**src/rtl/wb_regfile.sv**
```systemverilog
// Write-back stage: selects and extends the W-stage result, commits it to the GPR file,
// serves the two D-stage read ports with same-cycle W->D bypass, and counts committed writes.
module wb_regfile #(
  parameter int DW    = 32,
  parameter int NREG  = 32,
  parameter int CNT_W = 32
) (
  input  logic             clk,
  input  logic             reset,
  input  logic             RegWriteW,
  input  logic [1:0]       MemtoRegW,
  input  logic [DW-1:0]    ReadDataW,
  input  logic [DW-1:0]    ALUOutW,
  input  logic [4:0]       WriteRegW,
  input  logic [DW-1:0]    PC8W,
  input  logic [2:0]       LdTypeW,
  input  logic [4:0]       A1D,
  input  logic [4:0]       A2D,
  output logic [DW-1:0]    RD1D,
  output logic [DW-1:0]    RD2D,
  output logic [DW-1:0]    WDW,
  output logic             WeW,
  output logic [CNT_W-1:0] wb_count
);

  logic [DW-1:0]    gpr_r [NREG];
  logic [CNT_W-1:0] wb_count_r;
  logic [DW-1:0]    ld_ext_s;

  // Byte offset picks the lane; halfword selection uses only offset bit 1.
  function automatic logic [DW-1:0] load_extend(input logic [DW-1:0] raw,
                                                input logic [1:0]    off,
                                                input logic [2:0]    ld);
    logic [7:0]  byte_v;
    logic [15:0] half_v;
    logic [DW-1:0] res_v;
    byte_v = raw[{off, 3'b000} +: 8];
    half_v = raw[{off[1], 4'b0000} +: 16];
    case (ld)
      3'b001:  res_v = {{(DW-8){byte_v[7]}}, byte_v};
      3'b010:  res_v = {{(DW-8){1'b0}}, byte_v};
      3'b011:  res_v = {{(DW-16){half_v[15]}}, half_v};
      3'b100:  res_v = {{(DW-16){1'b0}}, half_v};
      default: res_v = raw;
    endcase
    return res_v;
  endfunction

  // Write-back value selection and effective write enable.
  always_comb begin
    ld_ext_s = load_extend(ReadDataW, ALUOutW[1:0], LdTypeW);
    case (MemtoRegW)
      2'b00:   WDW = ALUOutW;
      2'b01:   WDW = ld_ext_s;
      2'b10:   WDW = PC8W;
      default: WDW = {DW{1'b0}};
    endcase
    if (RegWriteW && (WriteRegW != 5'd0) && (MemtoRegW != 2'b11)) begin
      WeW = 1'b1;
    end else begin
      WeW = 1'b0;
    end
  end

  // Read port 1: $0 reads zero, a matching in-flight write is bypassed.
  always_comb begin
    if (A1D == 5'd0) begin
      RD1D = {DW{1'b0}};
    end else if (WeW && (A1D == WriteRegW)) begin
      RD1D = WDW;
    end else begin
      RD1D = gpr_r[A1D];
    end
  end

  // Read port 2: same rule as port 1, evaluated independently.
  always_comb begin
    if (A2D == 5'd0) begin
      RD2D = {DW{1'b0}};
    end else if (WeW && (A2D == WriteRegW)) begin
      RD2D = WDW;
    end else begin
      RD2D = gpr_r[A2D];
    end
  end

  // GPR storage; reset wins over a write pending on the same edge.
  always_ff @(posedge clk or negedge reset) begin
    if (!reset) begin
      for (int i = 0; i < NREG; i++) begin
        gpr_r[i] <= {DW{1'b0}};
      end
    end else if (WeW) begin
      gpr_r[WriteRegW] <= WDW;
    end else begin
      gpr_r[WriteRegW] <= gpr_r[WriteRegW];
    end
  end

  // Committed-write counter, wraps naturally at 2^CNT_W.
  always_ff @(posedge clk or negedge reset) begin
    if (!reset) begin
      wb_count_r <= {CNT_W{1'b0}};
    end else if (WeW) begin
      wb_count_r <= wb_count_r + {{(CNT_W-1){1'b0}}, 1'b1};
    end else begin
      wb_count_r <= wb_count_r;
    end
  end

  assign wb_count = wb_count_r;

endmodule
```
**config.mk**
```make
export PLATFORM = sky130hd
export DESIGN_NAME = wb_regfile
export DESIGN_NICKNAME = d
export VERILOG_FILES = /design/src/rtl/wb_regfile.sv
export SDC_FILE = /design/constraint.sdc
export NUM_CORES = 2
export LEC_CHECK = 0
export ABC_CLOCK_PERIOD_IN_PS = 3100
export CORE_MARGIN = 1.5
export CORE_UTILIZATION = 50
export DETAILED_ROUTE_END_ITERATION = 7
export MAX_ROUTING_LAYER = met4
export PLACE_DENSITY = 0.76
export REMOVE_ABC_BUFFERS = 1
export SETUP_SLACK_MARGIN = 0.5
export SLEW_MARGIN = 10
export SYNTH_ARGS = -nofsm -noshare
export SYNTH_HDL_FRONTEND = slang
export SYNTH_SLANG_ARGS = --single-unit
```
**constraint.sdc**
```tcl
create_clock -name clk -period 3.1 [get_ports clk]
set_input_delay 0.31 -clock clk [delete_from_list [all_inputs] [get_ports clk]]
set_output_delay 0.31 -clock clk [all_outputs]
set_load 0.01 [all_outputs]
```
; After elaboration in Yosys (flattened, before gate mapping)
; Cells that the tools add are included.
[classes]
add_sub_neg = 1
magnitude_cmp = 4
n_eq_ne = 9
shift = 2
mux = 21
n_bitwise = 3
n_reduce_logical = 9
[op_table]
columns = operator, count
row1 = $bwmux W1024, 2
row2 = $mux W1024, 1
row3 = $bmux W32 S5, 3
row4 = $mux W32, 11
row5 = $demux W32 S5, 1
row6 = $pmux W32 S4, 1
row7 = $pmux W32 S3, 1
row8 = $add A32 B1 Y32 const B, 1
row9 = $shiftx A32 B6 Y16, 1
row10 = $shiftx A32 B6 Y8, 1
row11 = $ge A6 B6 Y1 const B, 3
row12 = $not A5 Y6, 3
row13 = $eq A5 B5 Y1, 2
row14 = $logic_not A5 Y1, 2
row15 = $eq A3 B2 Y1 const B, 2
row16 = $lt A6 B1 Y1 const B, 1
row17 = $logic_and A1 B1 Y1, 5
row18 = $reduce_bool A5 Y1, 1
row19 = $eq A3 B1 Y1 const B, 1
row20 = $eq A3 B3 Y1 const B, 1
row21 = $eq A2 B1 Y1 const B, 1
row22 = $eq A2 B2 Y1 const B, 1
row23 = $logic_not A2 Y1, 1
row24 = $ne A2 B2 Y1 const B, 1
row25 = $mux W1, 1
[totals]
reg_bits = 1056
in_bits = 119
output_inout_bits = 129

; Logic depth before layout (Yosys ltp)
[logic_depth]
depth_word = 7
depth_mapped = 13

; Least setup slack after synthesis
; Ideal clock, no wire load.
[synth_timing]
kind = input-to-output
start = input WriteRegW[0]
end = output RD1D[26]
arrival_ns = 2.448
required_ns = 2.790
slack_ns = 0.342
cell_stages = 11
path_buffers = 6
path_cell_list = buf_4 > buf_6 > buf_6 > buf_4 > buf_4 > xnor2_1 > nand3_1 > nor4_4 > buf_2 > a211oi_1 > a211oi_1
[synth_via]
elab_chain_len = 7
[synth_lines]
columns = item, line_no
row1 = start: declaration, 14  ; input logic [4:0] WriteRegW,
row2 = $reduce_bool A5 Y1, 58  ; if (RegWriteW && (WriteRegW != 5'd0) && (MemtoRegW != 2'b11)) begin
row3 = $logic_and A1 B1 Y1 (2 in a row), 58
row4 = $mux W1, 58
row5 = $logic_and A1 B1 Y1 (*), 69  ; end else if (WeW && (A1D == WriteRegW)) begin
row6 = $mux W32 (*), 69
row7 = $mux W32 (*), 67  ; if (A1D == 5'd0) begin
row8 = end: declaration, 19  ; output logic [DW-1:0] RD1D,
; Mark *: on every way between the ends. The rest lies on a longest branch, timed or not.

; Worst setup path after layout
[layout_timing]
start = register gpr_r[10] (netlist name)
end = output RD2D[10]
[layout_via]
elab_chain_len = 5
[layout_lines]
columns = item, line_no
row1 = start: declaration, 26  ; logic [DW-1:0] gpr_r [NREG];
row2 = start signal: indexed assignment, 91  ; gpr_r[i] <= {DW{1'b0}};
row3 = start signal: indexed assignment, 96  ; gpr_r[WriteRegW] <= gpr_r[WriteRegW];
row4 = $bmux W32 S5, 83  ; RD2D = gpr_r[A2D];
row5 = $mux W32 (implied by the code) (2 in a row), 83
row6 = $mux W32, 80  ; end else if (WeW && (A2D == WriteRegW)) begin
row7 = $mux W32, 78  ; if (A2D == 5'd0) begin
row8 = end: declaration, 20  ; output logic [DW-1:0] RD2D,
; Every way passes these cells. The select of a mux whose other input is x is not followed.

==> impl_metrics.json <==
{
  "status": "finished, violations left",
  "violations": "negative setup slack",
  "path_class": "reg -> out",
  "core.rowCount": 131,
  "design_area_um2": 82200,
  "crit_path_end_kind": "primary output",
  "ant_nets": 0,
  "gp_congestion": 1.02,
  "worstMarginPinSlew_ns": 1.00,
  "setup_viol": 2,
  "pwr-share-comb": 0.327,
  "dp.cells": 7679,
  "required_ns": 2.79,
  "layout.nets": 6532,
  "cts_root_buf": "clkbuf_16",
  "vias": 59201,
  "die-area_um2": 131000,
  "sw_frac_of_total": 0.337,
  "drtIter0Drc": 8566,
  "rsz0062_at_grt": "true",
  "final_cells": 8205,
  "drt_pass1_iterations": 8,
  "drcViolationCount": 0,
  "htreeDepth": 3,
  "critPathMostFrequentCell": "buf_4",
  "async_flop_share": 1.00,
  "seq_area_frac_synth": 0.410,
  "leakagePower_nw": 36.2,
  "dp_hpwl_um": 185000,
  "r2r_setup_slack_ns": 0.64,
  "finalHoldViolCount": 0,
  "routed_wl_um": 283000,
  "max_freq_mhz": 319,
  "cts_buffers": 115,
  "start_util": 0.505,
  "period_needed_ns": 3.14,
  "wl_per_cell_um": 34.5,
  "path_cells": "mux4_2, mux2i_1, a21oi_2, a221oi_2, buf_4, a211oi_2, buf_4, buf_6",
  "synthToLayoutAreaGrowth_pct": 27.7,
  "clock_path_buffers": 3,
  "power_mw": 53.0,
  "arrival_ns": 2.83,
  "antenna_found_initial": 11,
  "p_int_mw": 35.2,
  "layout_commonest_cell": "dfrtp_1",
  "r2r-start": "gpr_r[921]$_DFFE_PN0P_",
  "clkLatencyLatePin_ns": 0.77,
  "layout_common_cells": "1056 x dfrtp_1, 733 x buf_4, 711 x nand2_1",
  "synth-edff-count": 0,
  "drv_cap": 0,
  "setup_slack_ns": -0.0370,
  "slowest_stage": "mux4_2",
  "slew_violations": 0,
  "post-place-ws_ns": -0.852,
  "dpl_cell_area_um2": 74400,
  "rr_endpoint": "gpr_r[25]$_DFFE_PN0P_",
  "grt_first_pass_wirelength_um": 403000,
  "grt_pass1_vias": 58626,
  "worstPathBufferInverterCount": 3,
  "die_x_um": 362,
  "synthDistinctLibCells": 71,
  "core_um2": 128000,
  "gr-usage-all-layers": 0.438,
  "synthFlopType": "dfrtp_1",
  "p_per_area_nw_per_um2": 645,
  "r2r_cells": 7,
  "io_buffers": 247,
  "slew-limit-headroom": 0.329,
  "final_util": 0.644,
  "clk_pin_slew_ns": 0.06,
  "clock_sinks": 1056,
  "yosys_warnings": 0,
  "cts_tree": "built",
  "fillCellCount": 9191,
  "ys_ff_latch": 1056,
  "slowest_delay_ns": 0.48,
  "crit_fanout": 4,
  "postSynthAreaPerCell_um2": 11.3,
  "hold_path.class": "in -> async",
  "crit_family": "multiplexers",
  "syn_area_um2": 64400,
  "start_kind": "register",
  "p_clk_frac": 0.278,
  "seqPwrFrac": 0.395,
  "post-route-period-util": 1.01,
  "overflow": 0,
  "p_sw_mw": 17.9,
  "layout-drive-gt1-share": 0.397,
  "die_height_um": 362,
  "avgViaCountPerCell": 7.22,
  "grt_max_degree": 149,
  "pin_count": 248,
  "ir_drop_uv": 489,
  "syn_inst": 5677,
  "final.setup_skew_ns": 0.0371
}
[power by group through the flow]
stage	Clock [mW]	Sequential, mW	Combinational, mW
floorplan	0	19.9	9.13
global placement	0	20.7	14.3
detailed placement	0	21.1	14.7
CTS	14.7	20.7	16.3
global route	15.2	21.4	18.3
finish	14.7	21.0	17.3
[metrics by stage]
stage	hold WS (ns)	TNS [ns]
finish	0.0741	-0.0514
global route	0.112	-0.134
global placement	0.253	-176.33
detailed placement	0.258	-203.69
floorplan	0.0144	-176.36
CTS	0.0676	-0.00403
[repair_timing]
item	4_1_cts	5_1_grt
setup buffers	203	72
setup endpoints to repair	176	120
gates cloned	2	0
hold buffers	1	0
pin swaps	199	105
hold endpoints to repair	278	0
resized for setup	684	118
[routing by layer]
layer	track usage	wire length [um]	part of all wire	vias to the layer above
met3	0.202	48200	0.17	1756
met1	0.507	92600	0.33	29020
li1	-	-	-	23046
met5	-	0	0	-
met4	0.333	26700	0.095	0
met2	0.587	115000	0.41	5379
[state kept, by name, indices dropped and copies added (netlist names)]
name	count
wb_count	32
gpr_r	1024
[worst max path at each step]
stage,slack (ns),endpoint,start,cells past startpoint
5_1_grt,-0.05,RD2D[10],gpr_r[394]$_DFFE_PN0P_,9
3_5_place_dp,-0.85,RD2D[12],LdTypeW[2],10
2_1_floorplan,-0.90,RD2D[30],A2D[3],6
4_1_cts,-0.004,RD2D[10],gpr_r[394]$_DFFE_PN0P_,9
3_3_place_gp,-0.87,RD2D[12],LdTypeW[2],10
6_report,-0.04,RD2D[10],gpr_r[10]$_DFFE_PN0P_,8
[synthesized netlist by cell type (all sizes together) (3+ instances only)]
master | n | area [um2]
o2111ai | 3 | 26.3
o211ai | 3 | 22.5
and4 | 4 | 35.0
nand3 | 56 | 280
or2 | 29 | 181
nand4 | 25 | 163
mux2 | 354 | 3990
a22oi | 136 | 1020
a211oi | 96 | 726
a2bb2oi | 7 | 61.3
nand2b | 14 | 87.6
clkbuf | 382 | 1450
o31ai | 4 | 30.0
o21ai | 718 | 3590
inv | 35 | 131
a21oi | 56 | 292
o21bai | 4 | 30.0
and3 | 10 | 62.6
nor2b | 40 | 250
dfrtp | 1056 | 26400
xor2 | 16 | 140
a31oi | 4 | 25.0
nand4b | 4 | 41.3
xnor2 | 26 | 228
mux4 | 553 | 12500
or4 | 14 | 105
nand3b | 3 | 22.5
nor4 | 39 | 259
nor2 | 115 | 434
a221oi | 17 | 149
a32oi | 11 | 149
nor3 | 41 | 216
buf | 239 | 1390
a22o | 8 | 70.1
mux2i | 507 | 5070
o22ai | 260 | 1630
and2 | 7 | 43.8
nand4bb | 6 | 67.6
or4b | 4 | 40.0
nand2 | 746 | 2800
a221o | 9 | 90.1
[final cells by class]
| type | instances | area (um2) | share of cell area |
|---|---|---|---|
| multi-input cells | 3965 | 37100 | 0.451 |
| flip-flops and latches | 1056 | 26400 | 0.321 |
| repair buffers | 1239 | 12400 | 0.151 |
| clock buffers | 169 | 3360 | 0.0409 |
| well taps | 1662 | 2080 | 0.0253 |
| clock inverters | 45 | 603 | 0.00733 |
| inverters | 35 | 135 | 0.00164 |
| diodes | 34 | 85.1 | 0.00103 |
[cells by family (layout without fill, tap and decap cells)]
| family | Yosys count | in the layout | share of synthesized area |
|---|---|---|---|
| adder cells (fa/ha/maj) | 1 | 1 | 0.000194 |
| flip-flops | 1056 | 1056 | 0.410 |
| buffers and inverters | 656 | 1488 | 0.0461 |
| multiplexers | 1414 | 1414 | 0.334 |
| XOR/XNOR | 42 | 42 | 0.00571 |
| AND/OR/NAND/NOR | 1163 | 1163 | 0.0798 |
| AO/OA/AOI/OAI | 1345 | 1345 | 0.124 |
| other | 0 | 34 | 0 |
[worst register-to-register path, delay by kind of cell, from the launching register on]
family	cells	cell delay [ns]
compound gates	3	0.52
flops	1	0.41
simple gates	1	0.60
buf+inv	1	0.22
mux	2	0.58
(Power assumes the default switching activity.)
